$ cat config.mk
export PLATFORM = sky130hd
export DESIGN_NAME = dma_wr_job_sched
export DESIGN_NICKNAME = d
export VERILOG_FILES = /design/src/rtl/dma_wr_job_sched.sv
export SDC_FILE = /design/constraint.sdc
export NUM_CORES = 1
export LEC_CHECK = 0
export BUFFER_PORTS_ARGS = -buffer_cell sky130_fd_sc_hd__buf_2
export CAP_MARGIN = 20
export CORE_ASPECT_RATIO = 0.9
export CORE_MARGIN = 10
export CORE_UTILIZATION = 39
export DETAILED_ROUTE_END_ITERATION = 8
export GPL_ROUTABILITY_DRIVEN = 0
export HOLD_SLACK_MARGIN = 0.08
export PLACE_DENSITY = 0.75
export SYNTH_ARGS = -nofsm -noshare
export SYNTH_HDL_FRONTEND = slang
export SYNTH_SLANG_ARGS = --single-unit
$ cat constraint.sdc
create_clock -name clk -period 6.38 [get_ports clk]
set_clock_uncertainty 0.15 [all_clocks]
set_input_delay 0 -clock clk [delete_from_list [all_inputs] [get_ports clk]]
set_output_delay 0 -clock clk [all_outputs]
set_load 0.02 [all_outputs]
$ cat src/rtl/dma_wr_job_sched.sv
`default_nettype none
// +--------------------------------------------------------------------------+
// | Module   : dma_wr_job_sched                                              |
// | Purpose  : Round-robin scheduler sharing one DMA write-command engine    |
// |            between NUM_CH channels; counts AXI B beats per job and       |
// |            pulses a per-channel done. DMA_WR_SCHED_BRESP_CHK_EN adds     |
// |            the err output for jobs that saw a non-OKAY B response.       |
// | Revision : 1.0  initial release                                          |
// +--------------------------------------------------------------------------+
module dma_wr_job_sched #(
    parameter int NUM_CH     = 4,
    parameter int ID_WIDTH   = 4,
    parameter int ADDR_WIDTH = 32,
    parameter int SIZE_WIDTH = 16
) (
    input  logic                         clk,
    input  logic                         rst,
    input  logic [NUM_CH-1:0]            req_valid,
    output logic [NUM_CH-1:0]            req_ready,
    input  logic [NUM_CH*ADDR_WIDTH-1:0] req_addr,
    input  logic [NUM_CH*SIZE_WIDTH-1:0] req_size,
    output logic [NUM_CH-1:0]            done,
`ifdef DMA_WR_SCHED_BRESP_CHK_EN
    output logic [NUM_CH-1:0]            err,
`endif
    output logic                         eng_start,
    output logic [ID_WIDTH-1:0]          eng_dst_id,
    output logic [ADDR_WIDTH-1:0]        eng_dst_addr,
    output logic [SIZE_WIDTH-1:0]        eng_size,
    input  logic                         bvalid,
    input  logic                         bready,
    input  logic [ID_WIDTH-1:0]          bid,
    input  logic [1:0]                   bresp,
    output logic                         busy
);

    localparam int c_CH_W = (NUM_CH > 1) ? $clog2(NUM_CH) : 1;
    localparam int c_BL_W = SIZE_WIDTH - 7;
    localparam logic [c_BL_W-1:0] c_BURST_ONE = c_BL_W'(1);

    typedef enum logic [1:0] {
        ST_IDLE   = 2'd0,
        ST_START  = 2'd1,
        ST_WAIT_B = 2'd2,
        ST_DONE   = 2'd3
    } state_t;

    state_t                  r_state;
    state_t                  w_state_nxt;
    logic [c_CH_W-1:0]       r_rr_ptr;
    logic [c_CH_W-1:0]       r_ch;
    logic [ADDR_WIDTH-1:0]   r_addr;
    logic [SIZE_WIDTH-1:0]   r_size;
    logic [c_BL_W-1:0]       r_bursts_left;
    logic [c_CH_W-1:0]       w_gnt_idx;
    logic [c_CH_W-1:0]       w_cand;
    logic                    w_found;
    logic                    w_idle;
    logic                    w_accept;
    logic                    w_b_hit;
    logic [SIZE_WIDTH-1:0]   w_sel_size;
`ifdef DMA_WR_SCHED_BRESP_CHK_EN
    logic                    r_job_err;
`else
    logic                    w_unused_bresp;
    assign w_unused_bresp = ^bresp;
`endif

    // First valid channel at or after the round-robin pointer, wrapping.
    always_comb begin
        w_found   = 1'b0;
        w_gnt_idx = '0;
        w_cand    = '0;
        for (int i = 0; i < NUM_CH; i++) begin
            w_cand = c_CH_W'((int'(r_rr_ptr) + i) % NUM_CH);
            if (!w_found && req_valid[w_cand]) begin
                w_found   = 1'b1;
                w_gnt_idx = w_cand;
            end
        end
    end

    assign w_idle     = (r_state == ST_IDLE) && !rst;
    assign w_accept   = w_idle && w_found;
    assign req_ready  = w_accept ? (NUM_CH'(1) << w_gnt_idx) : '0;
    assign w_sel_size = req_size[w_gnt_idx*SIZE_WIDTH +: SIZE_WIDTH];
    assign w_b_hit    = bvalid && bready && (bid == ID_WIDTH'(r_ch));

    assign eng_dst_id   = ID_WIDTH'(r_ch);
    assign eng_dst_addr = r_addr;
    assign eng_size     = r_size;

    always_ff @(posedge clk) begin
        if (rst) r_state <= ST_IDLE;
        else     r_state <= w_state_nxt;
    end

    always_comb begin
        w_state_nxt = r_state;
        eng_start   = 1'b0;
        done        = '0;
        busy        = (r_state != ST_IDLE);
`ifdef DMA_WR_SCHED_BRESP_CHK_EN
        err         = '0;
`endif
        case (r_state)
            ST_IDLE:   if (w_accept) w_state_nxt = ST_START;
            ST_START: begin
                eng_start   = 1'b1;
                w_state_nxt = ST_WAIT_B;
            end
            ST_WAIT_B: if (w_b_hit && (r_bursts_left == c_BURST_ONE)) w_state_nxt = ST_DONE;
            ST_DONE: begin
                done        = NUM_CH'(1) << r_ch;
`ifdef DMA_WR_SCHED_BRESP_CHK_EN
                err         = r_job_err ? (NUM_CH'(1) << r_ch) : '0;
`endif
                w_state_nxt = ST_IDLE;
            end
            default:   w_state_nxt = ST_IDLE;
        endcase
    end

    always_ff @(posedge clk) begin
        if (rst) begin
            r_rr_ptr      <= '0;
            r_ch          <= '0;
            r_addr        <= '0;
            r_size        <= '0;
            r_bursts_left <= '0;
`ifdef DMA_WR_SCHED_BRESP_CHK_EN
            r_job_err     <= 1'b0;
`endif
        end else begin
            if (w_accept) begin
                r_ch          <= w_gnt_idx;
                r_addr        <= req_addr[w_gnt_idx*ADDR_WIDTH +: ADDR_WIDTH];
                r_size        <= w_sel_size;
                // One AXI burst per 256 beats.
                r_bursts_left <= {1'b0, w_sel_size[SIZE_WIDTH-1:8]} + c_BURST_ONE;
`ifdef DMA_WR_SCHED_BRESP_CHK_EN
                r_job_err     <= 1'b0;
`endif
            end
            if ((r_state == ST_WAIT_B) && w_b_hit) begin
                r_bursts_left <= r_bursts_left - c_BURST_ONE;
`ifdef DMA_WR_SCHED_BRESP_CHK_EN
                if (bresp != 2'b00) r_job_err <= 1'b1;
`endif
            end
            if (r_state == ST_DONE) r_rr_ptr <= c_CH_W'((int'(r_ch) + 1) % NUM_CH);
        end
    end

endmodule
`default_nettype wire

==> out/summary.md <==
For this design the top-level I/O count stands at 268. The slowest stage of the critical path belongs to the cell dlygate4sd3_1. The area of the core was 10300 um^2; the maximum single-stage delay on the critical path was 640 ps.

Clock slew seen by the registers of the worst setup and hold paths: 50 ps. The worst setup path is launched from a register. H-tree depth: 3. The sum of internal, switching and leakage power is 2.16 mW. The critical path goes through a21oi_2, o32a_2, buf_4, and2_0, a211oi_1, dlygate4sd3_1, a31oi_1, dlygate4sd3_1, a22o_1. The run gives 15200 um^2 as the die outline area. The endpoint of the lowest-slack register-to-register path is eng_dst_addr[24]$_SDFFE_PP0P_. The tools report the total number of vias as 5599.

For the insertion delay of the later-clocked pin in the worst-skew pair, the log shows 330 ps. Among all flip-flop cells after synthesis, the most frequent one is dfxtp_1. The peak ir drop on the vdd network came out at 166 uV. Counting the buffers created by CTS gives 9. The worst slew margin relative to its limit was 37.6%; the count of buffering cells on the critical path with inverters included was 3. Sorting the synthesized cells by how often they occur yields nand2_1 (99), dfxtp_1 (63), a211oi_1 (43), a22o_1 (43), a31oi_1 (40).

At the worst endpoint, the arrival time is 3890 ps. The placed instances occupy a cell area of 5540 um^2. The via count of the first global-routing pass came out at 5969. The run gives 9 as the number of antenna violations at the first check in global routing. Using the TritonRoute via totals, the vias-per-cell ratio works out to 5.52. After layout, the worst path uses 59.9% of the clock period. The path class of the tightest hold or removal check is primary input to register. The logs give 529 for the number of standard cells after synthesis and 800 for the filler cell count. After synthesis, the largest area contributor takes up 30.3% of total cell area.

The worst hold path begins at req_size[41]. Along the worst hold path, the cell count comes to 4. The wire length of the first global-routing pass came out at 30400 um.

The most frequent cell on the critical path is dlygate4sd3_1. The first-pass iteration count of the detailed router was 6. The tools report the element type at the critical path end as a register. In this run the mean area of a mapped cell was 7.88 um^2. The longest clock path from root to sink contains 2 buffers. Yosys instantiated no cell more often than nand2_1.

Counting flops with an async set or reset pin after synthesis yields a share of 0%. The post-route DRC violation count came out at 0. The total clock sinks is 63, and the number of nets with antenna violations after routing is 0.

Transition at the pin with the smallest max-transition slack: 936 ps. In the final timing run, aggregate negative setup slack is 0 ps. The synthesis-stage register bit count is 63, and the count of input and output buffers is 263. The synthesized design contains 0 enable-type register cells.

Proportion of synthesized chip area in sequential cells: 30.3%. After detailed routing, the total wire length is 19700 um. The tools report the buffer type at the clock tree root as clkbuf_16. The post-cts sizing count is 0.

Row generation in the floorplan step produced 35 rows. The tools report the total count of hold-check failures in the final report as 0. The worst register-to-register path has a depth of 9. The number of pins exceeding their max-slew limit in the final report is 0. dfxtp_1 takes more of the synthesized area than any other cell. The run gives 12800 um as the HPWL after detailed placement. The total overflow left after global routing is 0.

The mapped netlist covers 4170 um^2. The kind of critical path is register to register. The tools report the required time of the critical path as 6450 ps. The run gives 40.3% as the effective utilization at floorplan.

Grouping stages by cell kind, the critical path spends the most delay in buffers and inverters. Timing would allow up to 262 MHz. The post-route cell area came out at 6960 um^2. Entering global routing, the biggest net connects 89 pins. The run finished with clean final reports.

At the end of the flow the core is filled with cells to 67.3%. For this design the ratio of total power to cell area is 310 nW/um^2. The first-iteration detailed-routing DRC count is 366, and the relative area change from synthesis to final layout is 66.8%.

Terminating pin of the worst hold path: eng_size[9]$_SDFFE_PP0P_. Yosys mapped the design onto 46 distinct sky130hd cell types. Setup violations remaining at the end of the flow were counted as 0.

Setup repair after global routing left no endpoint under its margin. Hold timing on the final database bottoms out at a slack of 94.2 ps. Ranked by total cell area, the synthesized netlist is headed by dfxtp_1 (30%), a22o_1 (9.0%), nand2_1 (8.9%). The die is 129 um wide. The net total in the final layout was 1090; the time the worst path needs with I/O delays and setup was 3820 ps.

Cells with a size suffix above 1 make up 34.4% of the layout. After detailed routing, the average wire length per cell comes to 19.4 um. Max-cap violations in this run came to 0.

The Yosys step of the flow raised 0 warnings. In this run the register-to-register setup slack is 2560 ps. The total stage count of the critical path came out at 9.

In this run the worst path has a maximum fanout of 85. The static leakage came out at 3.34 nW. TritonCTS built the clock tree. The die boundary height is 118 um, and the global router's overall resource usage is 24.6%. The tools report the worst flop-to-flop path startpoint as r_rr_ptr[1]$_SDFFE_PP0P_.
==> flip-flops by register name, summed over array words and instances, names as in the netlist <==
name / flops
eng_dst_addr: 32
r_ch: 2
r_rr_ptr: 2
r_bursts_left: 9
r_state: 2
eng_size: 16
==> worst max path at each step <==
stage               slack (ps)                     start                       endpoint
detailed placement        3180  r_rr_ptr[1]$_SDFFE_PP0P_  r_bursts_left[6]$_SDFFE_PP0P_
floorplan                 3750  r_rr_ptr[1]$_SDFFE_PP0P_  r_bursts_left[6]$_SDFFE_PP0P_
global placement          3290  r_rr_ptr[1]$_SDFFE_PP0P_  r_bursts_left[6]$_SDFFE_PP0P_
CTS                       2720  r_rr_ptr[0]$_SDFFE_PP0P_  r_bursts_left[6]$_SDFFE_PP0P_
global route              2470  r_rr_ptr[1]$_SDFFE_PP0P_  eng_dst_addr[28]$_SDFFE_PP0P_
finish                    2560  r_rr_ptr[1]$_SDFFE_PP0P_  eng_dst_addr[24]$_SDFFE_PP0P_
==> tightest hold or removal path, cell delays in order <==
cell,delay [ps]
buf_2,100
mux2i_1,110
mux2_2,220
o21ai_0,90
==> final cells by class <==
type	count	area, um^2	area share, %
Multi-Input combinational cell	410	2700	38.8
Clock buffer	13	260	3.74
Timing Repair Buffer	376	2440	35.2
Tap cell	129	161	2.32
Sequential cell	63	1260	18.1
Inverter	12	45.0	0.648
Antenna cell	8	20.0	0.288
Clock inverter	3	65.1	0.935
==> cell usage in the layout, fill, tap and decap left out, types with 2 or more instances in the layout <==
cell type / n
buf_2: 263
o22ai_1: 2
inv_1: 12
nand3_1: 5
mux2_4: 3
or3_1: 2
nand2b_1: 2
bufinv_16: 2
nand2_1: 99
nor3_1: 8
xor2_1: 8
dlygate4sd3_1: 107
a211oi_1: 43
ha_1: 12
a31oi_1: 40
dfxtp_1: 63
buf_4: 5
mux2_2: 3
and2_0: 17
a21oi_1: 12
clkbuf_1: 2
xnor2_1: 3
clkbuf_16: 9
and2_1: 28
and3_1: 2
nor2_1: 21
nand4_1: 3
mux2i_1: 19
clkbuf_8: 2
a22o_1: 43
o21ai_0: 14
a21oi_2: 2
diode_2: 8
conb_1: 2
==> stage by stage <==
stage,setup WS [ps],std cells
after global routing,2470,1013
after CTS,2720,1006
after detailed placement,3180,883
after floorplan,3750,530
after global placement,3290,882
final,2560,1014
==> power by group <==
part | total, mW | switching, mW | internal (mW)
registers | 0.595 | 0.0795 | 0.516
clock network | 0.540 | 0.178 | 0.363
logic | 1.02 | 0.578 | 0.445
total | 2.16 | 0.835 | 1.32
==> cell families (layout without fill, tap and decap cells) <==
group / count (synthesis) / count (layout) / synth area share [%]
xor+xnor: 11 / 11 / 2.31
simple gates: 197 / 197 / 22.6
compound gates: 162 / 162 / 28.6
fa+ha+maj: 12 / 12 / 3.60
flops: 63 / 63 / 30.3
mux: 26 / 26 / 6.78
other cells: 1 / 10 / 0.0899
buf+inv: 57 / 404 / 5.76
==> metal layers <==
layer  GRT usage (%)  wire length [um]
met3            9.59              2040
met4            12.2               871
met2            43.2              9830
met1            24.4              6920
met5               0                13
==> timing repair <==
item | in CTS | in global routing
setup endpoints to repair | 0 | 0
hold buffers | 107 | 0
buffers inserted | 0 | 0
hold endpoints to repair | 55 | 0
No activity file was read; power rests on OpenSTA's default activity.
